**src/rtl/register_pkg.sv**
```systemverilog
// register_pkg
//   Shared constants and helpers for the elastic register chain.
//   DEFAULT_WORD_WIDTH / DEFAULT_DEPTH / DEFAULT_RESET_VALUE are the
//   parameter defaults of register_pipeline. occupancy_width() sizes the
//   optional occupancy counter so it can hold 0..depth.
package register_pkg;

  localparam int DEFAULT_WORD_WIDTH = 8;
  localparam int DEFAULT_DEPTH      = 2;
  localparam logic [DEFAULT_WORD_WIDTH-1:0] DEFAULT_RESET_VALUE = '0;

  function automatic int occupancy_width(input int depth);
    return $clog2(depth + 1);
  endfunction

endpackage

```
**src/rtl/pipeline_stage.sv**
```systemverilog
// pipeline_stage
//   One data+valid register of the elastic chain.
//   Ports:
//     clock       rising-edge clock
//     areset      asynchronous active-high reset (valid=0, data=RESET_VALUE)
//     clear       synchronous clear, same end state as areset
//     load        stage is ready and the chain is enabled this edge
//     next_valid  valid bit offered by the upstream stage
//     next_data   data word offered by the upstream stage
//     valid       stage holds a word
//     data        stage data
//   The valid bit loads whenever load=1 (so a bubble can move in), while the
//   data register only loads when a real word arrives; its content while
//   valid=0 is don't-care and is simply left alone.
module pipeline_stage
  import register_pkg::*;
#(
  parameter int WORD_WIDTH = DEFAULT_WORD_WIDTH,
  parameter logic [WORD_WIDTH-1:0] RESET_VALUE = WORD_WIDTH'(DEFAULT_RESET_VALUE)
) (
  input  logic                  clock,
  input  logic                  areset,
  input  logic                  clear,
  input  logic                  load,
  input  logic                  next_valid,
  input  logic [WORD_WIDTH-1:0] next_data,
  output logic                  valid,
  output logic [WORD_WIDTH-1:0] data
);

  always_ff @(posedge clock or posedge areset) begin
    if (areset) begin
      valid <= 1'b0;
    end else if (clear) begin
      valid <= 1'b0;
    end else if (load) begin
      valid <= next_valid;
    end
  end

  always_ff @(posedge clock or posedge areset) begin
    if (areset) begin
      data <= RESET_VALUE;
    end else if (clear) begin
      data <= RESET_VALUE;
    end else if (load && next_valid) begin
      data <= next_data;
    end
  end

endmodule

```
**src/rtl/register_pipeline.sv**
```systemverilog
// register_pipeline
//   Elastic register chain: DEPTH stages of WORD_WIDTH-bit words with a
//   valid/ready handshake at both ends. Empty stages (bubbles) collapse, so
//   a downstream stall fills the chain before it stops the input.
//   Ports:
//     clock         rising-edge clock
//     areset        asynchronous active-high reset
//     clock_enable  0 freezes all stages and blocks both handshakes
//     clear         synchronous clear of every stage, wins over transfers
//     in_valid/in_ready/in_data     upstream handshake and word
//     out_valid/out_ready/out_data  downstream handshake and word
//     occupancy     count of valid stages, present only when
//                   REGISTER_PIPELINE_OCCUPANCY_EN is defined
//
//   Handshake: a word moves across a port on a rising edge where valid and
//   ready are both 1 at that port. valid never depends on ready at the same
//   port; ready here is combinational from out_ready (the ready chain runs
//   straight through the stages). While valid=1 and ready=0 the sender holds
//   its word and keeps valid high. Both ready and valid are forced to 0
//   while clock_enable=0 or clear=1, so no transfer completes then.
module register_pipeline
  import register_pkg::*;
#(
  parameter int WORD_WIDTH = DEFAULT_WORD_WIDTH,
  parameter int DEPTH      = DEFAULT_DEPTH,
  parameter logic [WORD_WIDTH-1:0] RESET_VALUE = WORD_WIDTH'(DEFAULT_RESET_VALUE)
) (
  input  logic                  clock,
  input  logic                  areset,
  input  logic                  clock_enable,
  input  logic                  clear,
  input  logic                  in_valid,
  output logic                  in_ready,
  input  logic [WORD_WIDTH-1:0] in_data,
  output logic                  out_valid,
  input  logic                  out_ready,
  output logic [WORD_WIDTH-1:0] out_data
`ifdef REGISTER_PIPELINE_OCCUPANCY_EN
  ,
  output logic [occupancy_width(DEPTH)-1:0] occupancy
`endif
);

  // Chain advances only on an enabled, non-clearing edge.
  logic gate;
  assign gate = clock_enable && !clear;

  logic [DEPTH-1:0]      valid;
  logic [WORD_WIDTH-1:0] data     [DEPTH];
  logic [DEPTH-1:0]      up_valid;
  logic [WORD_WIDTH-1:0] up_data  [DEPTH];
  logic [DEPTH-1:0]      ready;

  // A stage is ready when it is empty or everything ahead of it moves.
  // Walk from the output back to the input so each stage sees the ready of
  // the stage after it.
  always_comb begin
    logic [DEPTH:0] chain;
    chain        = '0;
    chain[DEPTH] = out_ready;
    for (int i = DEPTH - 1; i >= 0; i--) begin
      chain[i] = !valid[i] || chain[i+1];
    end
    ready = chain[DEPTH-1:0];
  end

  for (genvar i = 0; i < DEPTH; i++) begin : g_stage
    if (i == 0) begin : g_head
      assign up_valid[i] = in_valid;
      assign up_data[i]  = in_data;
    end else begin : g_body
      assign up_valid[i] = valid[i-1];
      assign up_data[i]  = data[i-1];
    end

    pipeline_stage #(
      .WORD_WIDTH  (WORD_WIDTH),
      .RESET_VALUE (RESET_VALUE)
    ) u_stage (
      .clock      (clock),
      .areset     (areset),
      .clear      (clear),
      .load       (gate && ready[i]),
      .next_valid (up_valid[i]),
      .next_data  (up_data[i]),
      .valid      (valid[i]),
      .data       (data[i])
    );
  end

  assign in_ready  = gate && ready[0];
  assign out_valid = gate && valid[DEPTH-1];
  assign out_data  = data[DEPTH-1];

`ifdef REGISTER_PIPELINE_OCCUPANCY_EN
  localparam int OCC_W = occupancy_width(DEPTH);

  logic in_fire;
  logic out_fire;
  assign in_fire  = in_valid && in_ready;
  assign out_fire = out_valid && out_ready;

  // in_ready/out_valid already include the gating, so a frozen or clearing
  // edge never counts as a transfer.
  always_ff @(posedge clock or posedge areset) begin
    if (areset) begin
      occupancy <= '0;
    end else if (clear) begin
      occupancy <= '0;
    end else if (in_fire && !out_fire) begin
      occupancy <= occupancy + OCC_W'(1);
    end else if (out_fire && !in_fire) begin
      occupancy <= occupancy - OCC_W'(1);
    end
  end
`endif

endmodule

```
**config.mk**
```make
export PLATFORM = sky130hd
export DESIGN_NAME = register_pipeline
export DESIGN_NICKNAME = d
export VERILOG_FILES = /design/src/rtl/register_pkg.sv /design/src/rtl/pipeline_stage.sv /design/src/rtl/register_pipeline.sv
export SDC_FILE = /design/constraint.sdc
export NUM_CORES = 1
export LEC_CHECK = 0
export ABC_AREA = 1
export CORE_MARGIN = 3
export CORE_UTILIZATION = 51
export CTS_CLUSTER_SIZE = 30
export DETAILED_ROUTE_END_ITERATION = 8
export PLACE_DENSITY_LB_ADDON = 0.3
export SYNTH_ARGS = -nofsm -noshare
export SYNTH_HDL_FRONTEND = slang
export SYNTH_HIERARCHICAL = 1
export SYNTH_SLANG_ARGS = --single-unit
```
**constraint.sdc**
```tcl
create_clock -name clock -period 2 [get_ports clock]
set_clock_uncertainty 0.1 [all_clocks]
set_input_delay 0.4 -clock clock [delete_from_list [all_inputs] [get_ports clock]]
set_output_delay 0.4 -clock clock [all_outputs]
set_load 0.01 [all_outputs]
```
# Word-level counts from Yosys, hierarchy flattened
# Index checks and enable logic that the tools add are counted.
# W data, S select, Z words.
dict set report op_classes {
  order_cmp 0
  div 0
  n_reduce_logical 15
  mul 0
  addsub 0
  n_eq_ne 0
  bitwise_logic 0
  muxes 8
  shifts 0
}
# operator count
set ops {}
lappend ops {{$mux W8} 4}
lappend ops {{$reduce_bool A2 Y1} 4}
lappend ops {{$logic_and A1 B1 Y1} 6}
lappend ops {{$mux W1} 4}
lappend ops {{$logic_not A1 Y1} 3}
lappend ops {{$logic_or A1 B1 Y1} 2}
dict set report word_totals {
  wordCells 27
  latchBits 0
  in_bits 14
  output_inout_bits 10
  mem_bits_ro 0
  ff_bits 18
  memories 0
  ramBits 0
}

# Logic depth before layout (Yosys ltp)
dict set report depth {
  depth_word 7
  ltp_mapped 8
  depth_no_buf 8
}

# Hierarchy
# The synthesis kept the hierarchy.
# mod instances area_per_inst_um2 cells_each seq_area_each_um2
set by_module_without_submodules {}
lappend by_module_without_submodules {pipeline_stage 2 455.4 57 225.2}
lappend by_module_without_submodules {register_pipeline 1 45.0 10 0.0}

# Worst setup path before layout
# No wires, ideal clock.
dict set report synth_path {
  path_type {register to output}
  start {reg g_stage[0].u_stage.valid}
  end {out in_ready}
  arrival_time_ns 0.720
  slack_ns 0.780
  required_ns 1.500
  n_path_buf 0
  path_stages_with_launch 3
  cell_sequence {dfrtp_1 -> nand3b_1 -> nand2_1}
}
dict set report synth_via {
  elab_chain_cells 3
}
# item line
set synth_lines {}
lappend synth_lines {{start, declared} pipeline_stage.sv:27} ;# output logic valid,
lappend synth_lines {{start signal, assigned} pipeline_stage.sv:37} ;# valid <= next_valid;
lappend synth_lines {{$logic_not A1 Y1} register_pipeline.sv:62} ;# chain[i] = !valid[i] || chain[i+1];
lappend synth_lines {{$logic_or A1 B1 Y1} register_pipeline.sv:62}
lappend synth_lines {{$logic_and A1 B1 Y1} register_pipeline.sv:91} ;# assign in_ready = gate && ready[0];
lappend synth_lines {{end, declared} register_pipeline.sv:33} ;# output logic in_ready,
# No other way between the ends.

# Worst setup path after layout
dict set report layout_path {
  start {in clear}
  end {out out_valid}
}
dict set report layout_via {
  elab_chain_cells 3
}
# item line
set layout_lines {}
lappend layout_lines {{start, declared} register_pipeline.sv:31} ;# input logic clear,
lappend layout_lines {{$logic_not A1 Y1} register_pipeline.sv:46} ;# assign gate = clock_enable && !clear;
lappend layout_lines {{$logic_and A1 B1 Y1} register_pipeline.sv:46}
lappend layout_lines {{$logic_and A1 B1 Y1} register_pipeline.sv:92} ;# assign out_valid = gate && valid[DEPTH-1];
lappend layout_lines {{end, declared} register_pipeline.sv:35} ;# output logic out_valid,
# No other way between the ends.

==> results_dict.tcl <==
set metrics [dict create \
    tritoncts.num_buffers 3 \
    start_util_pct 54.77 \
    hold_path_class "in2async" \
    final_period_minus_worst_setup_slack_ps 1922 \
    fraction_of_registers_with_async_set_reset_pct 100.0 \
    timing.fmax_ghz 0.5202 \
    design_power_total_uw 789.9 \
    worst_skew_pair.late_latency_ps 290 \
    wire_length_of_the_first_global_routing_pass_microns 3167 \
    floorplan.io_pins 24 \
    crit_fanout 4 \
    synth_cell_types 12 \
    ys_ff_latch 18 \
    final_antenna_diode_count 0 \
    groute.layer.met2.usage_pct 27.01 \
    tritoncts "yes" \
    groute.usage.overall_pct 17.22 \
    route.detailed.vias_per_inst 4.373 \
    portion_of_synthesized_cell_area_occupied_by_the_leading_cell_type_pct 47.12 \
    grt_antenna_before_repair 0 \
    placement_rows 15 \
    powerDensity_nw_per_um2 633.2 \
    rsz0062_at_grt "false" \
    grt_overflow 0 \
    final_cell_area_sq_um 1247 \
    number_of_warning_messages_in_the_yosys_log 6 \
    cp-endpoint "out_valid" \
    cp.arrival_ps 1420 \
    synth_enable_flop_cells 0 \
    num-nets-final 167 \
    postRouteAntennaNets 0 \
    number_of_sinks_on_the_clock_net 18 \
    syn_to_final_growth_pct 30.50 \
    port_buffers 23 \
    vdd_ir_drop_max_v 0.0003586 \
    die_width_microns 49.30 \
    r2r_setup_slack_ps 680 \
    clock-root-buffer "sky130_fd_sc_hd__clkbuf_4" \
    post-route-util_pct 71.47 \
    number_of_nets_produced_by_synthesis 138 \
    htree_num_levels 1 \
    cp-startpoint "clear" \
    synth_top_cells_by_count "37 x sky130_fd_sc_hd__nand2_1, 24 x sky130_fd_sc_hd__inv_1, 18 x sky130_fd_sc_hd__dfrtp_1, 17 x sky130_fd_sc_hd__nor2_1, 16 x sky130_fd_sc_hd__nand3_1" \
    yosysMostFrequentCell "sky130_fd_sc_hd__nand2_1" \
    cp_data_required_time_ps 1500 \
    post_cts_clock_slew_at_the_launch_and_capture_registers_of_the_worst_setup_and_hold_paths_ps 110 \
    syn_inst 124 \
    timing_hold_violations_final 0 \
    setup.worst_path.class "in2out" \
    yosysTopAreaCell "sky130_fd_sc_hd__dfrtp_1" \
    fraction_of_layout_cells_with_a_size_suffix_above_1_pct 9.868 \
    post_synth.cell_area_avg_sq_um 7.709 \
    synth.cell_area_sq_um 955.9 \
    via_count_of_the_first_global_routing_pass 715 \
    worstSetupEndpointType "output port" \
    relative_slew_margins_pct 77.36 \
    place_area_sq_um 1217 \
    final_max_slew_viol_count 0 \
    setup_viol 0 \
    worst_r2r_startpoint "g_stage[0].u_stage/valid" \
    r2r-end "g_stage[0].u_stage/data[0]" \
    dr.first_iter.drc_count 14 \
    design.die.area_sq_um 2430 \
    top_cells_by_area_in_the_synthesized_netlist "sky130_fd_sc_hd__dfrtp_1 47%, sky130_fd_sc_hd__nand2_1 15%, sky130_fd_sc_hd__inv_1 9.4%, sky130_fd_sc_hd__nand3_1 8.4%, sky130_fd_sc_hd__nor2_1 6.7%" \
    drtPass1Iterations 4 \
    route.vias.total 774 \
    global_route.peak_usage_layer "met2" \
    fin_setup_tns_ps 0 \
    groute.layer.met3.usage_pct 3.670 \
    dominantRegCellSynth "sky130_fd_sc_hd__dfrtp_1" \
    wirelength_microns 1795 \
    post_cts_buffers 0 \
    detail_route.drc_violations 0 \
    routed_wire_length_per_instance_microns 10.14 \
    pin_count_of_the_biggest_net_entering_global_routing 11 \
    die_height_microns 49.30 \
    worst_pin_slew_ps 339.3 \
    place_congestion 0.7579 \
    cts-root-to-sink-buffers 2 \
    worstRegToRegCells 7 \
    total_leakage_power_nw 0.7003 \
    crit_path_start_kind "input port" \
    grt.met1_usage_pct 21.72 \
    finalCritPeriodShare_pct 96.12 \
    cap_violations 0 \
    core_area_sq_um 1745 \
    status "completed" \
    post_dp_hpwl_microns 1397 \
    fraction_of_the_yosys_area_taken_by_sequential_cells_pct 47.12 \
]
==> cell usage in the layout, fill, tap and decap left out <==
cell                              instances
sky130_fd_sc_hd__clkbuf_2                 1
sky130_fd_sc_hd__nand2_8                  2
sky130_fd_sc_hd__dlygate4sd2_1            1
sky130_fd_sc_hd__buf_4                    3
sky130_fd_sc_hd__inv_8                    2
sky130_fd_sc_hd__nand3b_1                 1
sky130_fd_sc_hd__dfrtp_1                 18
sky130_fd_sc_hd__nand2_4                  2
sky130_fd_sc_hd__nand3_1                 16
sky130_fd_sc_hd__clkdlybuf4s50_1         21
sky130_fd_sc_hd__a21oi_1                  2
sky130_fd_sc_hd__nand2_1                 37
sky130_fd_sc_hd__nor2_1                  17
sky130_fd_sc_hd__and3_2                   1
sky130_fd_sc_hd__clkbuf_4                 3
sky130_fd_sc_hd__clkbuf_8                 1
sky130_fd_sc_hd__inv_1                   24
==> area by class of cell <==
type,count,area (sq um)
fillers,159,498.0
inverters,26,112.6
multi-input cells,78,370.4
flip-flops and latches,18,450.4
clock buffers,4,36.28
repair buffers,26,246.5
well taps,25,31.28
==> report_power, final <==
part / internal (mW) / switching, mW / total [mW]
clock network: 0.111 / 0.112 / 0.223
logic: 0.0781 / 0.0814 / 0.160
registers: 0.391 / 0.0163 / 0.407
total: 0.580 / 0.210 / 0.790
==> timing repair <==
action / 4_1_cts / 5_1_grt
resized for setup: 2 / 2
setup endpoints to repair: 2 / 1
hold buffers: 0 / 0
==> worst min-delay path by stage <==
stage | end | cells past startpoint
floorplan | g_stage[0].u_stage/data[0] | 1
global placement | g_stage[1].u_stage/data[0] | 2
detailed placement | g_stage[0].u_stage/data[1] | 2
CTS | g_stage[1].u_stage/data[1] | 2
global route | g_stage[1].u_stage/valid | 2
finish | g_stage[1].u_stage/data[7] | 2
==> kinds of logic after synthesis <==
kind of cell           after synthesis  synth area share, %
flip-flops                          18                47.12
AO/OA/AOI/OAI                        2                1.047
buffers and inverters               28                14.14
AND/OR/NAND/NOR                     76                37.70
==> layer usage <==
metal  wire length, microns  vias to the layer above  share of wire, %
met5                      0                        -                 0
met4                     29                        0               1.6
met3                     80                        2               4.5
met2                    895                       16                50
met1                    790                      331                44
li1                       -                      425                 -
==> registers in the layout (all words and copies together) (netlist names) <==
name and cells:
g_stage.u_stage/data 16, g_stage.u_stage/valid 2
==> stage by stage <==
step,setup WS [ps],cells,hold WS (ps)
after global routing,11.63,177,324.5
after CTS,16.79,177,282.7
after detailed placement,-244.3,173,396.3
final,77.61,177,273.8
after floorplan,779.8,124,127.9
after global placement,-169.0,173,391.1
==> worst max-delay path, cell delays in order <==
cell and delay [ps]:
sky130_fd_sc_hd__clkdlybuf4s50_1 520, sky130_fd_sc_hd__inv_1 60, sky130_fd_sc_hd__and3_2 160, sky130_fd_sc_hd__dlygate4sd2_1 270
Note: power is estimated with default switching activity, not from simulation.
